`config.mk`:
```
export PLATFORM = sky130hd
export DESIGN_NAME = fpu_sched
export DESIGN_NICKNAME = d
export VERILOG_FILES = /design/src/rtl/fpu_sched.sv
export SDC_FILE = /design/constraint.sdc
export NUM_CORES = 1
export LEC_CHECK = 0
export ABC_AREA = 1
export CORE_AREA = 2 2 120 122
export DETAILED_ROUTE_END_ITERATION = 8
export DIE_AREA = 0 0 122 124
export GPL_TIMING_DRIVEN = 1
export PLACE_DENSITY = 0.81
export SYNTH_ARGS = -nofsm -noshare
export SYNTH_HDL_FRONTEND = slang
export SYNTH_SLANG_ARGS = --single-unit
```
`constraint.sdc`:
```
create_clock -name clk -period 2.3 [get_ports clk]
set_input_delay 0.46 -clock clk [delete_from_list [all_inputs] [get_ports clk]]
set_output_delay 0.46 -clock clk [all_outputs]
set_load 0.02 [all_outputs]
```
`src/rtl/fpu_sched.sv`:
```
// fpu_sched: two-requester round-robin scheduler in front of a single
// multi-cycle FPU. One operation is outstanding at a time:
//   IDLE -> LAUNCH (unit held in reset) -> WAIT (unit active) -> RESP.
// Opcodes above 4 never reach the FPU; they get an immediate "invalid"
// response instead.
//
// Optional build macro: FPU_SCHED_TIMEOUT_EN adds a WAIT-state watchdog that
// aborts the operation after TIMEOUT_CYCLES cycles without fpu_done.
//
// Ports
//   clk, rstn            clock, asynchronous active-low reset
//   req_valid/req_ready  per-requester request / one-cycle grant strobe
//   req_op/a/b/rm        packed per-requester opcode, operands, rounding mode
//   fpu_in1/in2/opcode/round/rstp/act/en   drive side of the FPU
//   fpu_out/flags/done   FPU result side
//   rsp_valid/ready      response handshake
//   rsp_id/data/flags/timeout              response payload
//   busy                 high whenever the scheduler is not IDLE
module fpu_sched #(
  parameter int TIMEOUT_CYCLES = 64
) (
  input  logic        clk,
  input  logic        rstn,
  input  logic [1:0]  req_valid,
  output logic [1:0]  req_ready,
  input  logic [5:0]  req_op,
  input  logic [63:0] req_a,
  input  logic [63:0] req_b,
  input  logic [5:0]  req_rm,
  output logic [31:0] fpu_in1,
  output logic [31:0] fpu_in2,
  output logic [2:0]  fpu_opcode,
  output logic [2:0]  fpu_round,
  output logic        fpu_rstp,
  output logic        fpu_act,
  output logic [4:0]  fpu_en,
  input  logic [31:0] fpu_out,
  input  logic [7:0]  fpu_flags,
  input  logic        fpu_done,
  output logic        rsp_valid,
  input  logic        rsp_ready,
  output logic        rsp_id,
  output logic [31:0] rsp_data,
  output logic [7:0]  rsp_flags,
  output logic        rsp_timeout,
  output logic        busy
);

  localparam logic [7:0] FLAG_INV = 8'h20;

  typedef enum logic [1:0] {
    S_IDLE   = 2'd0,
    S_LAUNCH = 2'd1,
    S_WAIT   = 2'd2,
    S_RESP   = 2'd3
  } state_t;

  state_t      r_state;
  state_t      w_next;
  logic        r_last;
  logic        r_id;
  logic [2:0]  r_op;
  logic [2:0]  r_rm;
  logic [31:0] r_a;
  logic [31:0] r_b;
  logic [31:0] r_data;
  logic [7:0]  r_flags;

  logic        w_grant;
  logic        w_gnt_id;
  logic [2:0]  w_gnt_op;
  logic        w_op_bad;
  logic        w_tmo_hit;

  // Unit-enable bit order differs from opcode order (sqrt and div swap).
  function automatic logic [4:0] op_to_en(input logic [2:0] op);
    case (op)
      3'd0:    op_to_en = 5'b00001;
      3'd1:    op_to_en = 5'b00010;
      3'd2:    op_to_en = 5'b01000;
      3'd3:    op_to_en = 5'b00100;
      3'd4:    op_to_en = 5'b10000;
      default: op_to_en = 5'b00000;
    endcase
  endfunction

  // Tie goes to the requester not served last; a lone requester always wins.
  assign w_gnt_id = (req_valid == 2'b11) ? ~r_last : ~req_valid[0];
  assign w_gnt_op = w_gnt_id ? req_op[5:3] : req_op[2:0];
  assign w_op_bad = (w_gnt_op > 3'd4);
  // rstn gate keeps the combinational strobe quiet while reset is held.
  assign w_grant  = (r_state == S_IDLE) && (|req_valid) && rstn;

  always_ff @(posedge clk or negedge rstn) begin
    if (!rstn) r_state <= S_IDLE;
    else       r_state <= w_next;
  end

  always_comb begin
    w_next    = r_state;
    req_ready = 2'b00;
    fpu_rstp  = 1'b1;
    fpu_act   = 1'b0;
    fpu_en    = 5'b00000;
    case (r_state)
      S_IDLE: begin
        if (w_grant) begin
          req_ready = w_gnt_id ? 2'b10 : 2'b01;
          w_next    = w_op_bad ? S_RESP : S_LAUNCH;
        end
      end
      S_LAUNCH: w_next = S_WAIT;
      S_WAIT: begin
        fpu_rstp = 1'b0;
        fpu_act  = 1'b1;
        fpu_en   = op_to_en(r_op);
        if (fpu_done || w_tmo_hit) w_next = S_RESP;
      end
      S_RESP: begin
        if (rsp_ready) w_next = S_IDLE;
      end
      default: w_next = S_IDLE;
    endcase
  end

  // Grant latch and result capture
  always_ff @(posedge clk or negedge rstn) begin
    if (!rstn) begin
      r_last  <= 1'b1;
      r_id    <= 1'b0;
      r_op    <= 3'd0;
      r_rm    <= 3'd0;
      r_a     <= 32'd0;
      r_b     <= 32'd0;
      r_data  <= 32'd0;
      r_flags <= 8'd0;
    end else begin
      if (w_grant) begin
        r_id   <= w_gnt_id;
        r_last <= w_gnt_id;
        r_op   <= w_gnt_op;
        r_rm   <= w_gnt_id ? req_rm[5:3]  : req_rm[2:0];
        r_a    <= w_gnt_id ? req_a[63:32] : req_a[31:0];
        r_b    <= w_gnt_id ? req_b[63:32] : req_b[31:0];
        if (w_op_bad) begin
          r_data  <= 32'd0;
          r_flags <= FLAG_INV;
        end
      end
      if (r_state == S_WAIT) begin
        if (fpu_done) begin
          r_data  <= fpu_out;
          r_flags <= fpu_flags;
        end else if (w_tmo_hit) begin
          r_data  <= 32'd0;
          r_flags <= 8'd0;
        end
      end
    end
  end

`ifdef FPU_SCHED_TIMEOUT_EN
  localparam int CW = $clog2(TIMEOUT_CYCLES + 1);
  localparam logic [CW-1:0] TMO_LAST = CW'(TIMEOUT_CYCLES - 1);

  logic [CW-1:0] r_tmo_cnt;
  logic          r_tmo;

  // Counter value equals the number of WAIT cycles already completed.
  assign w_tmo_hit = (r_state == S_WAIT) && (r_tmo_cnt == TMO_LAST);

  // Watchdog
  always_ff @(posedge clk or negedge rstn) begin
    if (!rstn) begin
      r_tmo_cnt <= '0;
      r_tmo     <= 1'b0;
    end else begin
      if ((r_state == S_WAIT) && !fpu_done) r_tmo_cnt <= r_tmo_cnt + CW'(1);
      else                                  r_tmo_cnt <= '0;
      if (w_grant)                      r_tmo <= 1'b0;
      else if (w_tmo_hit && !fpu_done)  r_tmo <= 1'b1;
    end
  end

  assign rsp_timeout = r_tmo;
`else
  // Watchdog compiled out; the parameter stays so both builds share one interface.
  logic w_unused_tmo;
  assign w_unused_tmo = (TIMEOUT_CYCLES != 0);
  assign w_tmo_hit    = 1'b0;
  assign rsp_timeout  = 1'b0;
`endif

  assign fpu_in1    = r_a;
  assign fpu_in2    = r_b;
  assign fpu_opcode = r_op;
  assign fpu_round  = r_rm;
  assign rsp_valid  = (r_state == S_RESP);
  assign rsp_id     = r_id;
  assign rsp_data   = r_data;
  assign rsp_flags  = r_flags;
  assign busy       = (r_state != S_IDLE);

endmodule

```
* Yosys cells after proc, flatten, opt, wreduce, memory -nomap -nowiden *
Cells that the tools add are included.

storage, ports and cells
  bits in read-only memories = 0
  RAM bits = 0
  bits in registers = 114
  latch bits = 0
  memories = 0

operators by class
  multiplexer cells = 25
  $mul = 0
  magnitude comparators = 1
  eq/ne operators = 11
  shift-type cells = 0
  reductions and logical operators = 7
  divide/modulo/power cells = 0
  $add $sub $neg = 0
  bitwise gates (word level) = 2

operators by type and width
  cell                                                  count
  2-to-1 mux 32 bit                                     6
  2-to-1 mux 8 bit                                      4
  one-hot mux 5 bit (5 select lines)                    1
  2-to-1 mux 2 bit                                      7
  one-hot mux 2 bit (4 select lines)                    1
  equality test 2 bit, second input constant            3
  equality test 3 x 2 -> 1 bit, second input constant   2
  2-to-1 mux 3 bit                                      2
  2-to-1 mux 5 bit                                      1
  != test 2 bit, second input constant                  2
  equality test 3 x 1 -> 1 bit, second input constant   1
  equality test 3 bit, second input constant            1
  greater-than comparator 3 bit, second input constant  1
  logical NOT 3 bit                                     1
  2-to-1 mux 1 bit                                      3
  AND reduction 3 bit                                   1
  equality test 2 x 1 -> 1 bit, second input constant   1
  logical AND 1 bit                                     2
  logical NOT 2 bit                                     1
  != test 2 x 1 -> 1 bit, second input constant         1
  NOT 1 bit                                             2
  nonzero test 2 bit                                    1
  OR reduction 2 bit                                    1

* Longest topological paths before layout *
  depth after elaboration = 8
  gate-level depth with buffers = 10
  depth with buffers taken out = 9

* Worst setup path after synthesis *
OpenSTA, ideal clock, no wires.

  path kind = register to output
  start = reg r_state[0]
  end = out fpu_en[1]
  path buffers = 0
  slack = 0.430 ns
  data arrival time = 1.410 ns
  stages on the path, launching flop included = 5
  path through = dfrtp_1 inv_1 ha_1 nand2_1 nor3_1

on the way
  word-level cells in the longest chain between the ends = 2

RTL lines
  element                 RTL line  RTL
  from (decl)             58        state_t r_state;
  from (signal assigned)  96        else r_state <= w_next;
  equality test 2 bit     105       case (r_state)
  2-to-1 mux 5 bit        105
  to (decl)               36        output logic [4:0] fpu_en,

Every way passes these cells.

* Worst setup path after layout *
  start = reg r_state[0]
  end = out req_ready[1]

on the way
  word-level cells in the longest chain between the ends = 5

RTL lines
  element                         RTL line  RTL
  logical NOT 2 bit (*)           92, 105
  logical AND 1 bit (2 in a row)  92        assign w_grant = (r_state == S_IDLE) && (|req_valid) && rstn;
  2-to-1 mux 2 bit                107       if (w_grant) begin
  2-to-1 mux 2 bit (*)            105
  to (decl)                       25        output logic [1:0] req_ready,

Every way passes the cells marked *; elsewhere a longest branch is shown, timed or not.

==> metrics.yaml <==
placement:
  dp_hpwl_um: 12200
  port_buffers: 307
  detailedPlace.worstSlack_ns: -0.189
  place_area_um2: 8510
  gp_congestion: 0.828
setup_path:
  cp.arrival_ns: 1.74
  r2r_slack_ns: 0.30
  rr_worst_depth: 9
  crit_family: "buffers and inverters"
  cp-end-kind: "output pin"
  worstSetupPathType: "reg -> out"
  cp-start-kind: "flip-flop"
  timing.rr.end: "fpu_in2[29]"
  required_ns: 1.84
  slowest_stage: "dfrtp_1"
  cpPeakStageDelay_ns: 0.40
  critPathBufInv: 4
  crit_top_cell: "inv_2"
  crit_chain: "inv_1 -> ha_2 -> o211ai_4 -> inv_2 -> nand2_1 -> inv_2 -> clkdlybuf4s15_2"
  rr_startpoint: "r_state[0]"
  cp_max_fo: 4
yosys:
  ys_top_cells_by_count: "nand2_1 (338), dfrtp_1 (113), nand3_1 (70), inv_1 (56), nor2_1 (47)"
  syn-cell-area_um2: 5280
  synthSimpleGateAreaFrac_pct: 35.0
  ys.flop_type: "dfrtp_1"
  yosysMostFrequentCell: "nand2_1"
  syn_area_per_cell_um2: 7.68
  synth_compound_area_share_pct: 1.47
  synth_area_leader_cell: "dfrtp_1"
  synth_fa_ha_area_share_pct: 0.948
  ys_types: 23
  syn_inst: 687
  synth_edf_count: 0
  synth_area_leaders: "dfrtp_1 (54%), nand2_1 (24%), nand3_1 (6.6%)"
  async_flop_share_pct: 100
  yosysTopAreaCellShare_pct: 53.6
  ys_seq_area_share_pct: 54.1
  synth_warnings: 0
  synth_xor_area_share_pct: 0
  synth_mux_area_share_pct: 0
  syn-num-nets: 877
  synth.ff_latch_count: 114
  synth_top_family_by_area: "simple AND/OR/NAND/NOR gates"
sta:
  relSlewSlack_pct: 51.2
  rsz0062_at_grt: "yes"
  holdWs_ns: 0.138
  worst_pin_slew_ns: 0.732
  setup_ws_ns: 0.0972
  setup_viol: 0
  finClkSkew_ns: 0.00428
  timing.fmax_mhz: 454
  hold_viol: 0
  fin_crit_ns: 2.20
  finalMaxSlewViolations: 0
  fin_crit_sh_pct: 95.8
drt:
  routed_wl_um: 17000
  vias_per_cell: 4.47
  vias: 5292
  wl_per_cell_um: 14.3
  postRouteAntennaNets: 0
  dr.first_iter.drc_count: 371
  firstDrtPassIters: 6
  drc: 0
cts:
  post_cts_buffers: 0
  clkTransAtPathRegs_ns: 0.05
  cts_resized: 13
  clkLatencyLatePin_ns: 0.41
  cts_root_buf: "clkbuf_16"
  cts_tree: "built"
  numCtsBuffers: 17
  clockBufferDepth: 2
  htree_num_levels: 4
  ctsHoldBuffers: 0
  cts_sinks: 114
floorplanning:
  coreArea_um2: 13700
  die_area_um2: 15100
  ioPinCount: 309
  dieWidth_um: 122
  start_util_pct: 38.5
  row_count: 43
  die_h_um: 124
global_route:
  grt_max_degree: 115
  grt_pass1_wl_um: 25900
  grt_overflow: 0
  grt_pass1_vias: 5094
  grt_usage_pct: 22.6
  antenna_found_initial: 0
power:
  p_leak_uw: 0.00430
  ir_worst_vdd_mv: 0.638
  powerDensity_nw_per_um2: 1270
final_layout:
  utilization_pct: 66.1
  nets: 1183
  n_antenna_cell: 0
  final_area_um2: 9070
  drive_gt1_share_pct: 6.17
  syn2layout_area_growth_pct: 71.9
run:
  drv_cap: 0
status:
  run_status: "completed"
hold_path:
  hp-class: "in -> async"
-- layout by cell type (no fill, tap or decap), drive strengths merged, types with 6 or more instances in the layout --
| cell | n |
|---|---|
| clkbuf | 25 |
| dfrtp | 113 |
| inv | 59 |
| nor2 | 49 |
| nand3 | 70 |
| clkdlybuf4s50 | 296 |
| o21ai | 6 |
| buf | 16 |
| nand2 | 340 |
-- report_power, final --
group	internal (µW)	total, µW	leakage, µW	switching, µW
Combinational	2620	5600	0.00260	2980
Clock	1610	2510	0.000276	894
Sequential	2930	3440	0.00143	505
Total	7170	11500	0.00430	4380
-- cell type report --
class                      count  area [µm²]
fill                        1144        4650
timing repair buffer         322        3220
tap                          180         225
sequential                   114        2850
multi-input combinational    479        1980
clock buffer                  22         494
clock inverter                 9        80.1
inverter                      59         221
-- how the worst max path moves through the flow --
stage	startpoint	to	slack [ns]	depth (start not counted)
6_report	r_state[0]	req_ready[1]	0.1	7
5_1_grt	r_state[0]	req_ready[1]	-0.02	7
4_1_cts	r_state[0]	req_ready[1]	0.003	7
3_5_place_dp	req_valid[1]	req_ready[1]	-0.19	6
3_3_place_gp	req_valid[1]	req_ready[1]	-0.14	6
2_1_floorplan	r_state[0]	fpu_en[1]	0.43	4
-- worst reg2reg max path: cells and delay by family, from the launching register on --
kind | cells | cell delay (ns)
DFF | 1 | 0.40
adders and majority gates | 1 | 0.24
buffers and inverters | 4 | 0.81
AOI/OAI and AO/OA | 1 | 0.11
and+or+nand+nor | 3 | 0.37
-- sequential cells by signal, indices dropped and copies added, names as in the netlist --
| name | cells |
|---|---|
| r_state | 2 |
| r_last | 1 |
| rsp_id | 1 |
| fpu_in1 | 32 |
| fpu_round | 3 |
| fpu_in2 | 32 |
| rsp_data | 32 |
| fpu_opcode | 3 |
| rsp_flags | 8 |
-- metrics by stage --
| step | total power [µW] | TNS, ns | instances |
|---|---|---|---|
| after global routing | 12300 | -0.0247 | 1185 |
| after CTS | 11700 | 0 | 1185 |
| final | 11500 | 0 | 1185 |
| after floorplan | 6320 | 0 | 687 |
| after detailed placement | 9130 | -0.304 | 1154 |
| after global placement | 9010 | -0.217 | 1154 |
-- cells by family (layout without fill, tap and decap cells) --
group	count (synthesis)	count (layout)
and+or+nand+nor	463	463
DFF	114	114
buffers and inverters	94	412
AOI/OAI and AO/OA	11	11
adders and majority gates	4	4
other	1	1
-- routing by layer --
| layer | GRT usage, % | share of wire [%] | up-vias |
|---|---|---|---|
| met2 | 38.3 | 50 | 203 |
| met4 | 10.7 | 2.8 | 0 |
| met3 | 6.78 | 7.4 | 35 |
| li1 | - | - | 2686 |
| met5 | 0 | 0 | - |
| met1 | 26.3 | 40 | 2368 |
Power figures use the tool's default switching activity.
